## src/rtl/pipe_scroller_pkg.sv

```systemverilog
// pipe_scroller_pkg: shared screen geometry, game-state encodings and scroller state type.
`default_nettype none

package pipe_scroller_pkg;

  localparam int SCREEN_W    = 640;
  localparam int SCREEN_H    = 480;
  localparam int PIP_WIDTH   = 100;
  localparam int PIP_HEIGHT  = 100;
  localparam int LAND_HEIGHT = 40;
  localparam int BIRD_HPOS   = 320;
  localparam int BIRD_XWIDTH = 34;

  localparam logic [1:0] GS_READY = 2'd0;
  localparam logic [1:0] GS_PLAY  = 2'd1;
  localparam logic [1:0] GS_SCORE = 2'd2;

  typedef enum logic [1:0] {
    ST_IDLE   = 2'd0,
    ST_RUN    = 2'd1,
    ST_FREEZE = 2'd2
  } scroll_state_t;

  // Scroll speed grows by one pixel per eight pipes passed, up to four.
  function automatic logic [9:0] step_for_score(input logic [6:0] s);
    if (s >= 7'd24) return 10'd4;
    return 10'({7'd0, s[6:3]}) + 10'd1;
  endfunction

endpackage

`default_nettype wire

```

## src/rtl/pipe_scroller_gap_lfsr.sv

```systemverilog
// gap_lfsr: 8-bit Fibonacci LFSR (x^8+x^6+x^5+x^4+1), free-running, never zero.
`default_nettype none

module gap_lfsr #(
  parameter logic [7:0] SEED = 8'hA5
) (
  input  logic       clk,
  input  logic       clrn,
  output logic [7:0] q
);

  logic w_fb;

  assign w_fb = q[7] ^ q[5] ^ q[4] ^ q[3];

  // The all-zero reload is a lockup guard; a maximal sequence from a non-zero seed never hits it.
  always_ff @(posedge clk or negedge clrn) begin
    if (!clrn)          q <= SEED;
    else if (q == 8'd0) q <= SEED;
    else                q <= {q[6:0], w_fb};
  end

endmodule

`default_nettype wire

```

## src/rtl/pipe_scroller.sv

```systemverilog
// pipe_scroller: scrolls one pipe leftward, re-spawns it with a random gap, counts passes.
// Optional macro PIPE_SPEEDUP_EN: scroll step grows with score (1 + score/8, max 4).
`default_nettype none

module pipe_scroller
  import pipe_scroller_pkg::*;
#(
  parameter int         SCREEN_W  = pipe_scroller_pkg::SCREEN_W,
  parameter int         PIP_WIDTH = pipe_scroller_pkg::PIP_WIDTH,
  parameter int         PASS_X    = pipe_scroller_pkg::BIRD_HPOS - pipe_scroller_pkg::BIRD_XWIDTH / 2,
  parameter int         GAP_Y_MIN = 220,
  parameter int         GAP_Y_MAX = 460,
  parameter logic [7:0] LFSR_SEED = 8'hA5
) (
  input  logic       clk,
  input  logic       clrn,
  input  logic       tick,
  input  logic [1:0] state,
  output logic [9:0] pip_X,
  output logic [8:0] pip_Y,
  output logic       pass,
  output logic [6:0] score
);

  localparam logic [9:0] c_x_home = 10'(SCREEN_W + PIP_WIDTH);
  localparam logic [8:0] c_y_home = 9'd240;
  localparam logic [9:0] c_pass_x = 10'(PASS_X);

  logic [7:0]    w_lfsr;
  scroll_state_t w_mode;
  logic [9:0]    w_step;
  logic [9:0]    w_x_dec;
  logic          w_wrap;
  logic          w_pass;
  logic [8:0]    w_gap_sum;
  logic [8:0]    w_gap;
  logic [6:0]    w_score_inc;

  gap_lfsr #(.SEED(LFSR_SEED)) u_gap_lfsr (
    .clk  (clk),
    .clrn (clrn),
    .q    (w_lfsr)
  );

`ifdef PIPE_SPEEDUP_EN
  logic [9:0] r_step;
  assign w_step = r_step;
`else
  assign w_step = 10'd1;
`endif

  always_comb begin
    w_mode = ST_FREEZE;
    case (state)
      GS_READY: w_mode = ST_IDLE;
      GS_PLAY:  w_mode = ST_RUN;
      default:  w_mode = ST_FREEZE;
    endcase
  end

  always_comb begin
    w_wrap      = (pip_X < w_step);
    w_x_dec     = pip_X - w_step;
    w_pass      = !w_wrap && (pip_X >= c_pass_x) && (w_x_dec < c_pass_x);
    w_gap_sum   = 9'(GAP_Y_MIN) + {1'b0, w_lfsr};
    w_gap       = (w_gap_sum > 9'(GAP_Y_MAX)) ? 9'(GAP_Y_MAX) : w_gap_sum;
    w_score_inc = (score >= 7'd99) ? 7'd99 : score + 7'd1;
  end

  // Mode is decoded straight from the state input so a state change lands on the very next edge.
  always_ff @(posedge clk or negedge clrn) begin
    if (!clrn) begin
      pip_X <= c_x_home;
      pip_Y <= c_y_home;
      score <= 7'd0;
      pass  <= 1'b0;
`ifdef PIPE_SPEEDUP_EN
      r_step <= 10'd1;
`endif
    end else begin
      pass <= 1'b0;
      case (w_mode)
        ST_IDLE: begin
          pip_X <= c_x_home;
          pip_Y <= c_y_home;
          score <= 7'd0;
`ifdef PIPE_SPEEDUP_EN
          r_step <= 10'd1;
`endif
        end
        ST_RUN: begin
          if (tick) begin
            if (w_wrap) begin
              pip_X <= c_x_home;
              pip_Y <= w_gap;
            end else begin
              pip_X <= w_x_dec;
              if (w_pass) begin
                pass  <= 1'b1;
                score <= w_score_inc;
`ifdef PIPE_SPEEDUP_EN
                r_step <= step_for_score(w_score_inc);
`endif
              end
            end
          end
        end
        default: begin
        end
      endcase
    end
  end

endmodule

`default_nettype wire

```

## config.mk

```make
export PLATFORM = sky130hd
export DESIGN_NAME = pipe_scroller
export DESIGN_NICKNAME = d
export VERILOG_FILES = /design/src/rtl/pipe_scroller_pkg.sv /design/src/rtl/pipe_scroller_gap_lfsr.sv /design/src/rtl/pipe_scroller.sv
export SDC_FILE = /design/constraint.sdc
export NUM_CORES = 1
export LEC_CHECK = 0
export CAP_MARGIN = 10
export CORE_MARGIN = 2
export CORE_UTILIZATION = 45
export DETAILED_ROUTE_END_ITERATION = 8
export PLACE_DENSITY_LB_ADDON = 0.25
export RECOVER_POWER = 25
export SYNTH_ARGS = -nofsm -noshare
export SYNTH_HDL_FRONTEND = slang
export SYNTH_SLANG_ARGS = --single-unit
```

## constraint.sdc

```tcl
create_clock -name clk -period 4.1 [get_ports clk]
set_input_delay 0.615 -clock clk [delete_from_list [all_inputs] [get_ports clk]]
set_output_delay 0.615 -clock clk [all_outputs]
set_load 0.02 [all_outputs]
```

==> results.cfg, run 1 <==
[synthesis]
synth-seq-cells = 35
synth_area_leaders = dfrtp_1 27%, dfstp_2 17%, nand2_1 4.2%
synth_edf_count = 0
synthFlopType = dfrtp_1
yosysMostFrequentCell = nand2_1
ys_seq_area_frac = 0.432
syn_inst = 220
ys_async_sr_fraction = 1.00
ys_types = 53
synth_top_area_share = 0.267
yosys.area.top_type = dfrtp_1
syn-cell-area_um2 = 2070
syn_avg_cell_area_um2 = 9.39
syn-num-nets = 230
yosys_warnings = 0
ys_top_cells_by_count = 23 x nand2_1, 22 x dfrtp_1, 20 x nor2_1

[power_and_ir_drop]
cellPowerDensity_nw_per_um2 = 346
comb_power_share = 0.209
p_sw_frac = 0.327
power_leakage_nw = 1.02
peakVddDrop_mv = 0.150
internal_power_w = 0.000573
power_frac_clock = 0.282
seqPwrFrac = 0.509
switchingPower_w = 0.000279

[cts]
cts_tree = built
root_buffer = clkbuf_8
clock_latency_ns = 0.29
postCtsHoldBufs = 0
htree_levels = 2
cts.sinks = 35
cts_resized = 0
clkTransAtPathRegs_ns = 0.07
cts_setup_buffers = 0
clock_path_buffers = 2
cts_buffers = 5

[route]
drt-total-wl_um = 4630
drtIter0Drc = 276
firstDrtPassIters = 4
drc = 0
antenna_left = 0
vias_per_cell = 5.97
vias = 1802
detail_route.wl_per_cell_um = 15.3

[global_route]
grt_pass1_wl_um = 8270
grt-ovfl-total = 0
grt_pass1_vias = 1783
gr-usage-met1 = 0.279
use_met2 = 0.325
grt_max_degree = 36
grt.busiest_layer = met2
antenna_found_initial = 0
grt_usage = 0.205
met3_usage = 0.0478

[critical_path]
cp_num_buf_inv = 1
path_delay_family = simple AND/OR/NAND/NOR gates
max_stage_delay_ns = 0.46
r2r_setup_slack_ns = 1.58
crit_slowest_cell = dfrtp_1
cp.required_ns = 4.28
r2r-end = score[0]$_DFFE_PN0P_
cp-start-kind = flop
end_kind = flop
r2r_cells = 8
cp_max_fo = 9
path_cells = inv_1, ha_1, or3b_1, or3_1, and2_4, o211ai_4, nor2_1, o221a_2
r2r-start = pip_X[0]$_DFFE_PN0P_
worstSetupPathType = reg -> reg
cp_data_arrival_time_ns = 2.70

[status]
violations = max-capacitance violations, max-slew violations
status = finished, violations left

[sta]
fin_crit_sh = 0.614
tightest_slew_ns = 1.79
post-route-min-period_ns = 2.52
relSlewSlack = -0.196
hold_viol_final = 0
fin_worst_skew_ns = 0.00896
drv_slew = 36
final-setup-viol-count = 0
max_freq_ghz = 0.397
tns_ns = 0
grt_setup_unrepaired = no

[finish]
final_nets = 259
finish.utilization = 0.561
diodes = 0
drive_above_1_share = 0.124
area_growth_pct = 19.0

[hold_path]
min_path_cells = 0
holdPathEnd = u_gap_lfsr.q[1]$_DFF_PN0_
hold_path_class = reg -> reg
hp-start = u_gap_lfsr.q[0]$_DFF_PN1_

[die]
core_area_um2 = 4380
die_area_um2 = 5150
io-pin-count = 32
initial_utilization = 0.471
die_y_um = 71.8
rows = 24
die_width_um = 71.8

[placed_design]
place_congestion = 0.841
place.detailed.hpwl_um = 3300
numPortBuffers = 31

[run]
maxCapViolations = 1
how the worst max path moves through the flow:
stage                               startpoint                        end  cells past startpoint
after floorplan           pip_X[0]$_DFFE_PN0P_       score[0]$_DFFE_PN0P_                      8
after global placement                state[1]       pip_X[4]$_DFFE_PN0P_                      7
after detailed placement              state[1]       pip_X[4]$_DFFE_PN0P_                      7
after CTS                 pip_X[0]$_DFFE_PN0P_       score[0]$_DFFE_PN0P_                      8
after global routing                      clrn  u_gap_lfsr.q[4]$_DFF_PN0_                      2
final                     pip_X[0]$_DFFE_PN0P_       score[0]$_DFFE_PN0P_                      8
layer usage:
metal	vias up	wire, um
met4	0	51
li1	864	-
met3	7	267
met2	57	2220
met1	874	2090
met5	-	0
kinds of logic after synthesis:
| group | Yosys count | synth area share |
|---|---|---|
| AO/OA/AOI/OAI | 63 | 0.216 |
| XOR/XNOR | 7 | 0.0297 |
| adder cells (fa/ha/maj) | 5 | 0.0303 |
| buffers and inverters | 19 | 0.0509 |
| flip-flops | 35 | 0.432 |
| AND/OR/NAND/NOR | 91 | 0.241 |
power groups by stage:
stage	combinational (W)	clock, W	sequential, W
4_1_cts	0.000180	0.000251	0.000432
6_report	0.000178	0.000240	0.000433
3_3_place_gp	0.000177	0	0.000437
5_1_grt	0.000195	0.000267	0.000438
2_1_floorplan	0.000118	0	0.000432
3_5_place_dp	0.000179	0	0.000438
metrics by stage:
step	area [um2]	hold WS [ns]	setup WS, ns	total power [W]	instances
after CTS	2460	0.415	1.59	0.000862	302
final	2460	0.427	1.58	0.000851	302
after floorplan	2070	0.319	1.71	0.000551	220
after global routing	2460	0.444	1.27	0.000900	302
after global placement	2380	0.405	1.31	0.000614	294
after detailed placement	2380	0.402	1.33	0.000617	294
sequential cells by signal (all words and copies together), names as in the netlist:
name and count:
u_gap_lfsr.q 8, pip_X 10, score 7, pip_Y 9, pass 1
cell usage in the layout, fill, tap and decap left out, types with 4 or more instances in the layout:
master	netlist	routed
clkbuf_8	0	5
ha_1	5	5
dfstp_2	13	11
clkdlybuf4s50_1	0	30
o311ai_0	4	4
a22o_1	4	4
dfrtp_1	22	22
inv_1	8	8
nand2b_1	8	8
nand2_1	23	23
o21ai_0	13	13
o31ai_1	4	4
nand3_1	6	6
a21oi_1	15	15
nand4_1	5	5
xnor2_1	4	4
nor2_1	20	20
layout make-up:
type / instances / area, um2
Clock buffer: 7 / 76.3
Clock inverter: 1 / 5.00
Fill cell: 411 / 1930
Inverter: 8 / 30.0
Multi-Input combinational cell: 166 / 1070
Sequential cell: 35 / 892
Tap cell: 52 / 65.1
Timing Repair Buffer: 33 / 322
No activity file was read; power rests on OpenSTA's default activity.
==> run 2, diff against run 1 <==
clock period = 2.3 ns   (was 4.1 ns; I/O delays follow)
==> results.cfg, run 2 (synthesized netlist as in run 1, its figures left out) <==
[critical_path]
worstSetupPathType = reg -> reg
end_kind = flop
cp_max_fo = 7
path_cells = inv_2, ha_4, or3b_4, or3_4, and2_4, o211ai_4, nor2_1, o221a_2
cp-start-kind = flop
max_stage_delay_ns = 0.43
path_depth = 8
cp_num_buf_inv = 1
cp_data_arrival_time_ns = 2.43
path_delay_family = simple AND/OR/NAND/NOR gates
cp.required_ns = 2.48
r2r_cells = 8
crit_slowest_cell = dfrtp_2

[cts]
htree_levels = 2
postCtsHoldBufs = 0
clock_latency_ns = 0.29
root_buffer = clkbuf_8
clock_path_buffers = 2
cts.sinks = 35
clkTransAtPathRegs_ns = 0.07
cts_tree = built
cts_buffers = 5

[route]
vias = 1809
antenna_left = 0
firstDrtPassIters = 4
drt-total-wl_um = 4870
vias_per_cell = 5.67
drc = 0
detail_route.wl_per_cell_um = 15.3
drtIter0Drc = 132

[finish]
largest_reg_flops = 10
fillers = 390
finish.utilization = 0.605
top_register = pip_X
final_nets = 276
reg_top3 = pip_X: 10 flops, pip_Y: 9 flops, u_gap_lfsr.q: 8 flops
finalNonFillerCells = 319
area_growth_pct = 28.4
drive_above_1_share = 0.225
seqCellArea_um2 = 895
final_common_cell = clkdlybuf4s50_1
mostFrequentLayoutCells = 30 x clkdlybuf4s50_1, 23 x nand2_1, 20 x nor2_1, 20 x dfrtp_1, 18 x buf_4
diodes = 0
multi_input_area_um2 = 1110

[die]
die_width_um = 71.8
rows = 24
initial_utilization = 0.471
die_area_um2 = 5150
die_y_um = 71.8
core_area_um2 = 4380
io-pin-count = 32

[global_route]
grt_pass1_vias = 1727
grt-ovfl-total = 0
grt_pass1_wl_um = 8340
grt_usage = 0.208
grt_max_degree = 36
antenna_found_initial = 0

[status]
status = complete, no violations

[sta]
fin_worst_skew_ns = 0.00368
post-route-min-period_ns = 2.25
tightest_slew_ns = 0.869
final-setup-viol-count = 0
fin_crit_sh = 0.977
grt_setup_unrepaired = yes
max_freq_ghz = 0.445
hold_viol_final = 0
relSlewSlack = 0.421
drv_slew = 0

[placed_design]
place_congestion = 0.831
place.detailed.hpwl_um = 3430
placedCellCount = 308
numPortBuffers = 31

[power_and_ir_drop]
peakVddDrop_mv = 0.278
cellPowerDensity_nw_per_um2 = 625
power_leakage_nw = 1.12
p_total_w = 0.00166

[hold_path]
hold_path_class = reg -> reg
min_path_cells = 0

[run]
maxCapViolations = 0
-- run 2: cell count changes in the layout (fill, tap and decap cells not counted), moves of 2 or more --
cell,previous run,this run
buf_4,1,18
clkbuf_1,3,1
clkbuf_8,5,7
dfrtp_1,22,20
dfrtp_2,0,2
inv_1,8,6
inv_2,0,2
-- run 2: final timing paths --
check,start,to,slack (ns)
max in group asynchronous,clrn,pip_X[1]$_DFFE_PN0P_,1.01
hold reg to reg,u_gap_lfsr.q[0]$_DFF_PN1_,u_gap_lfsr.q[1]$_DFF_PN0_,0.43
hold / removal,u_gap_lfsr.q[0]$_DFF_PN1_,u_gap_lfsr.q[1]$_DFF_PN0_,0.43
setup / recovery,pip_X[0]$_DFFE_PN0P_,score[0]$_DFFE_PN0P_,0.05
setup reg to reg,pip_X[0]$_DFFE_PN0P_,score[0]$_DFFE_PN0P_,0.05
min in group asynchronous,clrn,score[6]$_DFFE_PN0P_,0.69
-- run 2: stage by stage --
step / worst slack, ns / TNS [ns] / hold slack, ns / instance area, um2
3_3_place_gp: 0.0527 / 0 / 0.408 / 2510
4_1_cts: 0.0117 / 0 / 0.421 / 2610
6_report: 0.0539 / 0 / 0.432 / 2650
5_1_grt: -0.0148 / -0.0214 / 0.449 / 2650
2_1_floorplan: 0.0150 / 0 / 0.0494 / 2090
3_5_place_dp: 0.0194 / 0 / 0.406 / 2510
-- run 2: final cells by class --
cell class | count | area share
flip-flops and latches | 35 | 0.337
inverters | 8 | 0.0113
multi-input cells | 166 | 0.419
clock buffers | 8 | 0.0377
well taps | 52 | 0.0245
repair buffers | 50 | 0.170
-- run 2: per-layer routing --
layer | share of wire | track usage | wire [um]
met1 | 0.47 | 0.297 | 2300
met2 | 0.46 | 0.311 | 2250
met3 | 0.050 | 0.0506 | 245
met4 | 0.015 | 0.0692 | 73
met5 | 0 | 0 | 0
-- run 2: what timing repair did --
action,CTS,global route
buffers inserted,0,3
gates resized for setup,0,7
endpoints found under the hold margin,0,0
setup endpoints to repair,0,7
-- run 2: power by group --
part | internal [W] | switching, W
logic | 0.000194 | 0.000235
registers | 0.000672 | 0.0000654
clock network | 0.000273 | 0.000218
total | 0.00114 | 0.000518
